$ cat src/rtl/pc_seq_pkg.sv
// Shared definitions for the IF-stage program-counter sequencer and the
// trap-handler logic that reuses its default vectors.
package pc_seq_pkg;

    typedef enum logic [1:0] {
        S_BOOT  = 2'd0,
        S_RUN   = 2'd1,
        S_FAULT = 2'd2
    } pc_state_e;

    localparam logic [31:0] DEFAULT_RESET_VEC = 32'h0000_0000;
    localparam logic [31:0] DEFAULT_TRAP_VEC  = 32'h0000_0080;

    // Mask covering the low `bits` address bits; zero bits yields an empty mask.
    function automatic logic [63:0] low_mask(input int unsigned bits);
        if (bits == 0) begin
            return '0;
        end
        return (64'd1 << bits) - 64'd1;
    endfunction

endpackage

$ cat src/rtl/pc_step_adder.sv
// Combinational PC incrementer: sum_o = addr_i + STEP, wrapping modulo 2^ADDR_W.
module pc_step_adder #(
    parameter int unsigned ADDR_W = 32,
    parameter int unsigned STEP   = 4
) (
    input  logic [ADDR_W-1:0] addr_i,
    output logic [ADDR_W-1:0] sum_o
);

    localparam logic [ADDR_W-1:0] STEP_W = ADDR_W'(STEP);

    assign sum_o = addr_i + STEP_W;

endmodule

$ cat src/rtl/pc_sequencer.sv
// Registered program counter for the IF stage with fetch handshake, stall hold,
// aligned branch/jump redirect, trap vectoring, fault halt and redirect counter.
module pc_sequencer
    import pc_seq_pkg::*;
#(
    parameter int unsigned ADDR_W     = 32,
    parameter int unsigned STEP       = 4,
    parameter logic [31:0] RESET_VEC  = DEFAULT_RESET_VEC,
    parameter logic [31:0] TRAP_VEC   = DEFAULT_TRAP_VEC,
    parameter int unsigned ALIGN_BITS = 2,
    parameter int unsigned CNT_W      = 8
) (
    input  logic              clk,
    input  logic              reset,
    input  logic              stall,
    input  logic              fetch_ready,
    input  logic              redirect_valid,
    input  logic [ADDR_W-1:0] redirect_target,
    input  logic              trap,
    output logic [ADDR_W-1:0] pc,
    output logic [ADDR_W-1:0] pc_plus_step,
    output logic              fetch_valid,
    output logic              fault,
    output logic [CNT_W-1:0]  redirect_cnt
);

    localparam logic [ADDR_W-1:0] RESET_PC   = ADDR_W'(RESET_VEC);
    localparam logic [ADDR_W-1:0] TRAP_PC    = ADDR_W'(TRAP_VEC);
    localparam logic [ADDR_W-1:0] ALIGN_MASK = ADDR_W'(low_mask(ALIGN_BITS));

    pc_state_e         state_q, state_d;
    logic [ADDR_W-1:0] pc_q, pc_d;
    logic [CNT_W-1:0]  cnt_q, cnt_d;
    logic              misaligned;
    logic              advance;

    pc_step_adder #(
        .ADDR_W (ADDR_W),
        .STEP   (STEP)
    ) u_step (
        .addr_i (pc_q),
        .sum_o  (pc_plus_step)
    );

    assign misaligned = |(redirect_target & ALIGN_MASK);
    assign advance    = fetch_valid & fetch_ready & ~stall;

    always_comb begin
        state_d = state_q;
        pc_d    = pc_q;
        cnt_d   = cnt_q;
        unique case (state_q)
            S_BOOT: begin
                state_d = S_RUN;
                if (trap) begin
                    pc_d = TRAP_PC;
                end
            end
            S_RUN: begin
                // Priority: trap > redirect > stall > advance.
                if (trap) begin
                    pc_d = TRAP_PC;
                end else if (redirect_valid) begin
                    if (misaligned) begin
                        state_d = S_FAULT;
                    end else begin
                        pc_d = redirect_target;
                        if (cnt_q != '1) begin
                            cnt_d = cnt_q + CNT_W'(1);
                        end
                    end
                end else if (advance) begin
                    pc_d = pc_plus_step;
                end
            end
            S_FAULT: begin
                if (trap) begin
                    pc_d    = TRAP_PC;
                    state_d = S_RUN;
                end
            end
            default: begin
                state_d = S_BOOT;
            end
        endcase
    end

    always_ff @(posedge clk) begin
        if (reset) begin
            state_q <= S_BOOT;
            pc_q    <= RESET_PC;
            cnt_q   <= '0;
        end else begin
            state_q <= state_d;
            pc_q    <= pc_d;
            cnt_q   <= cnt_d;
        end
    end

    assign pc           = pc_q;
    assign fetch_valid  = (state_q == S_RUN);
    assign fault        = (state_q == S_FAULT);
    assign redirect_cnt = cnt_q;

endmodule
$ cat config.mk
export PLATFORM = sky130hd
export DESIGN_NAME = pc_sequencer
export DESIGN_NICKNAME = d
export VERILOG_FILES = /design/src/rtl/pc_seq_pkg.sv /design/src/rtl/pc_step_adder.sv /design/src/rtl/pc_sequencer.sv
export SDC_FILE = /design/constraint.sdc
export NUM_CORES = 1
export LEC_CHECK = 0
export ABC_CLOCK_PERIOD_IN_PS = 2000
export BUFFER_PORTS_ARGS = -buffer_cell sky130_fd_sc_hd__buf_2
export CORE_UTILIZATION = 48
export CTS_CLUSTER_SIZE = 20
export DETAILED_ROUTE_END_ITERATION = 8
export GPL_TIMING_DRIVEN = 0
export PLACE_DENSITY = 0.89
export SYNTH_ARGS = -nofsm -noshare
export SYNTH_HDL_FRONTEND = slang
export SYNTH_HIERARCHICAL = 1
export SYNTH_SLANG_ARGS = --single-unit
$ cat constraint.sdc
create_clock -name clk -period 2 [get_ports clk]
set_clock_uncertainty 0.05 [all_clocks]
set_input_delay 0.1 -clock clk [delete_from_list [all_inputs] [get_ports clk]]
set_output_delay 0.1 -clock clk [all_outputs]
set_load 0.02 [all_outputs]
==> results of run 1 <==
## worst min-delay path by stage
stage                         from                      end  slack (ns)  cells after the start
3_3_place_gp                  trap  state_q[0]$_SDFFE_PP0P_        0.37                      3
2_1_floorplan                 trap  state_q[0]$_SDFFE_PP0P_        0.21                      2
3_5_place_dp                  trap  state_q[0]$_SDFFE_PP0P_        0.38                      3
6_report                      trap  state_q[0]$_SDFFE_PP0P_        0.07                      3
5_1_grt        redirect_target[24]      pc[24]$_SDFFE_PP0P_        0.09                      3
4_1_cts                       trap  state_q[0]$_SDFFE_PP0P_        0.06                      3
## cells by family (layout without fill, tap and decap cells)
group                      Yosys count  in the layout  synth area share, %
and+or+nand+nor                    109            109                 26.7
AOI/OAI and AO/OA                   48             48                 13.9
DFF                                 42             42                 31.9
muxes                               33             33                 12.5
xor gates and xnor gates            30             30                 9.98
buffers and inverters               23            168                 3.99
adders and majority gates            2              2                0.950
## per-layer routing
metal	track usage, %	part of all wire, %	vias up	wire [um]
li1	-	-	1357	-
met2	44.5	52	99	4080
met5	0	0	-	0
met3	4.91	4.5	13	359
met4	9.04	1.4	0	113
met1	33.6	42	1344	3340
## worst min-delay path, cell delays in order
cell and delay, ns:
buf_2 0.14, nand2b_1 0.07, a211oi_1 0.06
## synth_stat cells (all sizes together)
| master | count |
|---|---|
| nor2 | 13 |
| o311ai | 1 |
| nor3 | 3 |
| o211a | 1 |
| clkbuf | 10 |
| ha | 2 |
| a21oi | 5 |
| xnor2 | 21 |
| xor2 | 9 |
| nand2 | 14 |
| buf | 9 |
| nand2b | 1 |
| and3 | 3 |
| or2 | 3 |
| nand3b | 31 |
| o31ai | 33 |
| a211oi | 2 |
| nor3b | 3 |
| or3 | 3 |
| nand3 | 13 |
| nor2b | 2 |
| o21a | 1 |
| nand4 | 13 |
| mux2i | 33 |
| o211ai | 2 |
| o21ai | 3 |
| inv | 4 |
| or4 | 2 |
| and2 | 1 |
| dfxtp | 42 |
| nor4 | 2 |
| and4 | 2 |
## metrics by stage
step	total power [uW]	utilization [%]	TNS, ns	hold WS [ns]
final	1910	76.0	-0.625	0.0687
after global routing	1990	76.0	-2.24	0.0901
after CTS	1920	72.6	-0.396	0.0589
after detailed placement	1190	66.5	-2.07	0.381
after global placement	1180	66.5	-1.19	0.374
after floorplan	1080	-	-0.0966	0.208
## state kept, by name, summed over array words and instances (netlist names)
register	cells
redirect_cnt	8
state_q	2
pc	32
## final cells by class
class	count	share of cell area, %
inverter	4	0.379
multi-input combinational	222	48.9
tap	70	2.21
sequential	42	22.4
buffer	19	2.28
clock buffer	8	3.35
timing repair buffer	137	20.4
## where the power goes
group | total (uW) | internal, uW | leakage, uW | switching, uW
clock | 732 | 432 | 0.0000678 | 300
sequential | 869 | 842 | 0.000351 | 27.0
combinational | 310 | 131 | 0.00149 | 179
total | 1910 | 1400 | 0.00191 | 506
## timing repair
item / 4_1_cts / 5_1_grt
resized for setup: 22 / 23
pin swaps: 11 / 9
cloned: 0 / 0
setup buffers: 16 / 11
setup endpoints to repair: 35 / 23
==> reports/metrics.yaml, run 1 <==
ant_nets: 0
cts.path.max_buffers: 2
setup_viol: 10
place_congestion: 0.786
crit_end: "pc_plus_step[31]"
drc: 0
timing.rr.start: "pc[4]$_SDFFE_PP0P_"
worst_pin_slew_ns: 0.767
crit_family: "simple AND/OR/NAND/NOR gates"
dp_cells: 467
worstSetupPathType: "reg -> out"
status: "finished, violations left"
power_density_mw_per_mm2: 483
io_buffer_count: 110
synth.avg_cell_area_um2: 9.17
worstPathRequired_ns: 1.85
fp.dieH_um: 76.1
grt_pass1_vias: 2598
max_cap_violations: 0
avgRoutedWirePerCell_um: 15.7
grt_max_degree: 14
yosysUniqueCellTypes: 40
placed_area_mm2: 0.00346
p_leak_uw: 0.00191
die_w_um: 76.1
setup_ws_ns: -0.107
num_vias: 2813
antenna_found_initial: 0
drt_wl_total_mm: 7.89
num-fill-cells: 369
nNetsFinal: 471
dieArea_mm2: 0.00578
tritoncts: "yes"
cp_slowest_stage_delay_ns: 0.36
cp.depth: 6
yosysWarnings: 6
crit_arrival_ns: 1.96
min_period_ns: 2.11
grt_pass1_wl_mm: 12.3
period_share_pct: 105
critPathBufInv: 2
final_common_cell: "buf_2"
area_delta_synth_final_pct: 50.3
hold_viol_final: 0
ir_drop_mv: 0.489
fmax_mhz: 475
rrSetupSlack_ns: -0.02
cts_made_buffers: 5
grt_usage_pct: 26.3
netlist_top_cells_area: "dfxtp_1, mux2i_1, o31ai_1"
cp_cell_sequence: "nand4_1 > nor4_4 > buf_6 > nand4_1 > xnor2_2 > buf_4"
synth_top_area_share_pct: 31.9
cpMaxStageDelayCell: "dfxtp_4"
violations: "negative setup slack"
insertedDiodeCount: 0
hpwl_mm: 5.45
preCtsSetupSlack_ns: -0.209
crit_path_end_kind: "primary output"
layout-drive-gt1-share_pct: 49.8
synth-seq-area-share_pct: 31.9
hold_buffers: 0
multi_input_area_mm2: 0.00194
critPathLaunch: "pc[4]$_SDFFE_PP0P_"
clk_latency_ns: 0.29
rows: 26
path_clk_slew_ns: 0.08
core_area_mm2: 0.00520
clock-root-buffer: "clkbuf_8"
yosys_register_bits: 42
drt_iter0_markers: 201
syn-cell-area_mm2: 0.00263
mostFrequentLayoutCells: "buf_2, buf_4, mux2i_1, o31ai_1, nand3b_1"
cp_max_fo: 7
synth_cells: 287
start_util_pct: 50.6
pin_count: 112
routed_via_density: 5.60
regArea_um2: 888
rsz0062_at_grt: "true"
r2r_end: "pc[31]$_SDFFE_PP0P_"
cts.sinks: 42
yosysTopAreaCell: "dfxtp_1"
slew_headroom_pct: 48.9
hp-class: "in -> reg"
final_cells: 502
design_area_mm2: 0.00396
slew_violations: 0
dr.pass1.iters: 4
htree_levels: 2
grt_overflow: 0
startpoint_type: "flop"
critPathMostFrequentCell: "nand4_1"
reg2reg_depth: 8
synth_nets: 327
(Power assumes the default switching activity.)
==> run 2: changes to the inputs <==
Settings changed: CORE_UTILIZATION 48 to 49, PLACE_DENSITY 0.89 to 0.9, SYNTH_HIERARCHICAL 1 to not set.
==> run 2 against run 1 <==
Largest power group is now the clock network. The run ends with negative hold slack, negative setup slack left. Non-clock buffer count increased by 38. Setup slack got worse by 0.18 ns. Clock power increased by 19%. Utilization increased by 8.9 points. Design area increased by 12%. Sequential cell count unchanged. Critical endpoint is now pc_plus_step[29]. Sequential share of layout area decreased by 2.2 points. Clock-buffer cell count decreased by 2. Via count increased by 48%. Die area increased by 2.1%.
==> reports/metrics.yaml, run 2 <==
drt_wl_total_mm: 13.7
ant_nets: 0
holdWs_ns: -0.000794
synth_async_sr_flop_share_pct: 0
avgRoutedWirePerCell_um: 22.6
dieArea_mm2: 0.00591
grt_overflow: 0
p_clk_share_pct: 43.7
switching_share_pct: 26.3
fp.dieH_um: 76.9
synth.avg_cell_area_um2: 7.74
place_congestion: 0.929
power_density_mw_per_mm2: 450
startpoint_type: "flop"
grt_pass1_vias: 3385
synth_common_cells: "nand2_1, dfxtp_1, nor2_1"
slew_violations: 0
rsz0062_at_grt: "true"
fmax_mhz: 438
clock-root-buffer: "clkbuf_8"
synth_edf_count: 0
htree_levels: 2
path_clk_slew_ns: 0.09
layout-drive-gt1-share_pct: 46.7
cts_made_buffers: 5
clk_latency_ns: 0.32
p_leak_uw: 0.00215
mostFrequentLayoutCells: "buf_2, buf_4, nand2_1"
preCtsSetupSlack_ns: -0.271
start_util_pct: 52.4
cp_slowest_stage_delay_ns: 0.48
crit_path_end_kind: "primary output"
yosysTopAreaCell: "dfxtp_1"
crit_arrival_ns: 2.13
p_sw_uw: 526
syn-cell-area_mm2: 0.00275
rows: 26
status: "finished, violations left"
synth.most_common_cell: "nand2_1"
max_cap_violations: 0
synth-seq-area-share_pct: 30.6
hp-class: "in -> reg"
cp_cell_sequence: "nand2_1 > nor2_4 > and2_4 > nand3_1 > xnor2_1 > buf_2"
drt_iter0_markers: 713
dr.pass1.iters: 9
cts.sinks: 42
slew_headroom_pct: 59.2
antenna_found_initial: 0
routed_via_density: 6.90
hold_viol_final: 1
cts.path.max_buffers: 2
core_area_mm2: 0.00524
period_share_pct: 114
num-fill-cells: 255
yosysWarnings: 0
hold_start: "redirect_target[20]"
nNetsFinal: 572
area_delta_synth_final_pct: 62.0
yosys_register_bits: 42
cp_max_fo: 8
critPathLaunch: "pc[7]$_SDFFE_PP0P_"
largest_reg_flops: 32
min_period_ns: 2.28
tritoncts: "yes"
yosysUniqueCellTypes: 50
cpMaxStageDelayCell: "dfxtp_2"
drc: 0
ir_drop_mv: 0.410
worst_pin_slew_ns: 0.606
synthFlopType: "dfxtp_1"
netlist_top_cells_area: "dfxtp_1, xnor2_1, nand2_1"
hpwl_mm: 6.20
internal_power_uw: 1480
num_vias: 4169
grt_max_degree: 14
io_buffer_count: 111
final_common_cell: "buf_2"
grt_pass1_wl_mm: 16.2
power_frac_comb_pct: 13.4
setup_ws_ns: -0.284
violations: "negative hold slack, negative setup slack"
worstSetupPathType: "reg -> out"
grt_usage_pct: 34.1
pin_count: 112
seqPwrFrac_pct: 42.9
synth_top_area_share_pct: 30.6
worstPathRequired_ns: 1.85
synth_cells: 355
die_w_um: 76.9
synth_nets: 395
timing.rr.start: "state_q[0]$_SDFFE_PP0P_"
setup_viol: 37
run 2: cell count changes in the layout (fill, tap and decap cells not counted), moves of 11 or more:
cell           change
a31oi_1           +11
buf_4             +20
dlygate4sd3_1     +15
mux2i_1           -30
nand2_1           +24
nand3b_1          -31
nor2_1            +11
o21ai_0           +24
o31ai_1           -29
run 2: worst max-delay path: cells and delay by family, from the launching register on:
family,cells,cell delay (ns)
xor gates and xnor gates,1,0.28
buffers and inverters,1,0.22
DFF,1,0.48
and+or+nand+nor,4,0.84
run 2: repair_timing:
action,in CTS,in global routing
hold endpoints to repair,15,0
setup buffers,20,26
endpoints found under the setup margin,36,46
hold buffers,15,0
pin swaps,11,20
gates resized for setup,47,70
run 2: per-stage QoR:
| stage | utilization [%] | power [uW] | cell area [um^2] | TNS (ns) | instances |
|---|---|---|---|---|---|
| after CTS | 76.8 | 1940 | 4020 | -0.938 | 578 |
| after floorplan | - | 996 | 2770 | 0 | 355 |
| after global placement | 65.2 | 1080 | 3410 | -1.80 | 536 |
| final | 84.9 | 2000 | 4450 | -3.26 | 604 |
| after global routing | 84.9 | 2040 | 4450 | -5.10 | 603 |
| after detailed placement | 65.2 | 1080 | 3410 | -2.73 | 536 |
run 2: routing by layer:
layer | vias up | track usage (%) | share of wire, %
li1 | 1658 | - | -
met1 | 1847 | 39.3 | 34
met2 | 489 | 56.3 | 43
met3 | 175 | 9.17 | 14
met4 | 0 | 20.2 | 9.6
met5 | - | 0 | 0
run 2: final timing paths:
path / end / slack, ns / cells past startpoint
setup / recovery: pc_plus_step[29] / -0.28 / 6
hold / removal: pc[20]$_SDFFE_PP0P_ / -0.0008 / 3
setup reg to reg: pc[20]$_SDFFE_PP0P_ / -0.08 / 6
hold reg to reg: pc[0]$_SDFFE_PP0P_ / 0.45 / 1
run 2: layout make-up:
type | instances | area [um^2] | area share [%]
diodes | 1 | 2.50 | 0.0563
plain buffers | 22 | 143 | 3.21
clock buffers | 6 | 82.6 | 1.86
clock inverters | 2 | 60.1 | 1.35
inverters | 8 | 30.0 | 0.675
multi-input cells | 281 | 2050 | 46.1
flip-flops and latches | 42 | 901 | 20.3
well taps | 70 | 87.6 | 1.97
repair buffers | 172 | 1090 | 24.6
run 2: kinds of logic (layout without fill, tap and decap cells):
kind of cell / count (synthesis) / in the layout / share of synthesized area [%]
AO/OA/AOI/OAI: 88 / 88 / 21.0
XOR/XNOR: 34 / 34 / 10.8
adder cells (fa/ha/maj): 2 / 2 / 0.911
buffers and inverters: 32 / 210 / 5.42
flip-flops: 42 / 42 / 30.6
multiplexers: 4 / 4 / 1.50
other: 0 / 1 / 0
AND/OR/NAND/NOR: 153 / 153 / 29.7
run 2: power groups by stage:
stage               Combinational, uW  Clock, uW  Sequential [uW]
finish                            269        874              859
global route                      279        906              859
CTS                               228        852              861
detailed placement                200          0              884
global placement                  197          0              884
floorplan                         105          0              891
==> run 3: changes to the inputs <==
Settings changed: ABC_CLOCK_PERIOD_IN_PS 2000 to 2100, CORE_UTILIZATION 49 to 44, PLACE_DENSITY 0.9 to 0.86.
Clock period 2 ns to 2.1 ns, I/O delays scaled along.
==> run 3 against run 2 <==
The run ends with negative setup slack left. Utilization shrank 15 points. Non-clock buffer count decreased by 17. Critical path depth increased by 1. Critical path type unchanged. Via count shrank 18%.
==> reports/metrics.yaml, run 3 (synthesis results as in run 2) <==
status: "finished, violations left"
violations: "negative setup slack"
grt_max_degree: 13
period_share_pct: 101
seqPwrFrac_pct: 49.3
worst_pin_slew_ns: 0.533
grt_pass1_vias: 2995
fp.dieH_um: 81.0
num_vias: 3410
multi_input_area_mm2: 0.00194
num-fill-cells: 488
grt_overflow: 0
insertedDiodeCount: 0
slew_violations: 0
nNetsFinal: 555
setup_ws_ns: -0.0109
crit_family: "simple AND/OR/NAND/NOR gates"
p_sw_uw: 433
power_frac_comb_pct: 13.4
worstSetupPathType: "reg -> out"
pin_count: 112
power_uw: 1670
area_delta_synth_final_pct: 51.1
cts.sinks: 42
hpwl_mm: 6.11
slew_headroom_pct: 64.5
drt_wl_total_mm: 9.27
dieArea_mm2: 0.00656
design_area_mm2: 0.00415
core_area_mm2: 0.00596
hp-class: "in -> reg"
switching_share_pct: 25.9
start_util_pct: 46.1
path_clk_slew_ns: 0.08
drc: 0
worstPathRequired_ns: 1.95
crit_arrival_ns: 1.96
die_w_um: 81.0
antenna_found_initial: 0
fmax_mhz: 474
ant_nets: 0
mostFrequentLayoutCells: "buf_2, buf_4, nand2_1"
critPathBufInv: 2
rows: 28
place_congestion: 0.888
hold_viol_final: 0
crit_path_end_kind: "primary output"
p_leak_uw: 0.00192
placed_area_mm2: 0.00342
power_density_mw_per_mm2: 402
cts.path.max_buffers: 2
dr.pass1.iters: 5
clk_latency_ns: 0.29
layout-drive-gt1-share_pct: 40.3
rsz0062_at_grt: "true"
ir_drop_mv: 0.368
routed_via_density: 5.77
max_cap_violations: 0
cp_max_fo: 4
drt_iter0_markers: 157
internal_power_uw: 1240
htree_levels: 2
io_buffer_count: 111
finalSetupTns_ns: -0.0202
cpMaxStageDelayCell: "nor4_4"
setup_viol: 3
grt_pass1_wl_mm: 13.9
largest_reg_flops: 32
dp_cells: 541
final_cells: 591
p_clk_share_pct: 37.3
avgRoutedWirePerCell_um: 15.7
cts_made_buffers: 5
startpoint_type: "flop"
min_period_ns: 2.11
grt_usage_pct: 27.1
cp_slowest_stage_delay_ns: 0.35
preCtsSetupSlack_ns: -0.0920
cp_cell_sequence: "buf_6 > nand4_4 > nor4_4 > and2_4 > nand4_1 > xnor2_1 > buf_4"
final_common_cell: "buf_2"
clock-root-buffer: "clkbuf_8"
tritoncts: "yes"
regArea_um2: 875
[run 3: cell types whose count changed in the layout (fill, tap and decap cells not counted), sizes merged]
cell,delta
bufinv,-2
dlygate4sd3,+2
clkbuf,+1
buf,-18
diode,-1
[run 3: power groups by stage]
stage / registers, uW / logic (uW) / clock network [uW]
global placement: 841 / 189 / 0
finish: 822 / 224 / 622
CTS: 822 / 220 / 626
detailed placement: 842 / 190 / 0
global route: 824 / 242 / 659
floorplan: 849 / 99.9 / 0
[run 3: per-layer routing]
metal / vias to the layer above / GRT usage (%) / routed length (um)
met5: - / 0 / 0
met4: 0 / 12.9 / 276
li1: 1615 / - / -
met2: 201 / 47.7 / 4570
met3: 30 / 3.60 / 723
met1: 1564 / 32.3 / 3700
[run 3: final timing paths]
check                                    startpoint                   to  slack [ns]  cells after the start
worst max-delay path             pc[9]$_SDFFE_PP0P_     pc_plus_step[27]       -0.01                      7
worst min-delay path            redirect_target[14]  pc[14]$_SDFFE_PP0P_        0.03                      3
worst max register to register   pc[9]$_SDFFE_PP0P_  pc[18]$_SDFFE_PP0P_        0.06                      9
worst min register to register   pc[1]$_SDFFE_PP0P_   pc[1]$_SDFFE_PP0P_        0.44                      1
[run 3: area by class of cell]
class                           instances  share of cell area [%]
Tap cell                               75                    2.26
Multi-Input combinational cell        281                    46.7
Sequential cell                        42                    21.1
Inverter                                8                   0.724
Timing Repair Buffer                  156                    23.4
Buffer                                 21                    3.14
Clock buffer                            8                    2.65
[run 3: per-stage QoR]
stage / util (%) / hold WS [ns]
after floorplan: - / 0.171
after global placement: 57.4 / 0.262
after detailed placement: 57.4 / 0.259
after CTS: 65.9 / 0.0223
after global routing: 69.7 / 0.0386
final: 69.7 / 0.0281
[run 3: repair_timing]
action / CTS / global route
gates resized for setup: 31 / 43
endpoints found under the setup margin: 30 / 37
hold buffers: 17 / 0
pin swaps: 10 / 12
hold endpoints to repair: 17 / 0
setup buffers: 16 / 12
[run 3: tightest hold or removal path: cells and delay by family]
kind                   cells  cell delay [ns]
AO/OA/AOI/OAI              1             0.08
buffers and inverters      1             0.09
AND/OR/NAND/NOR            1             0.04
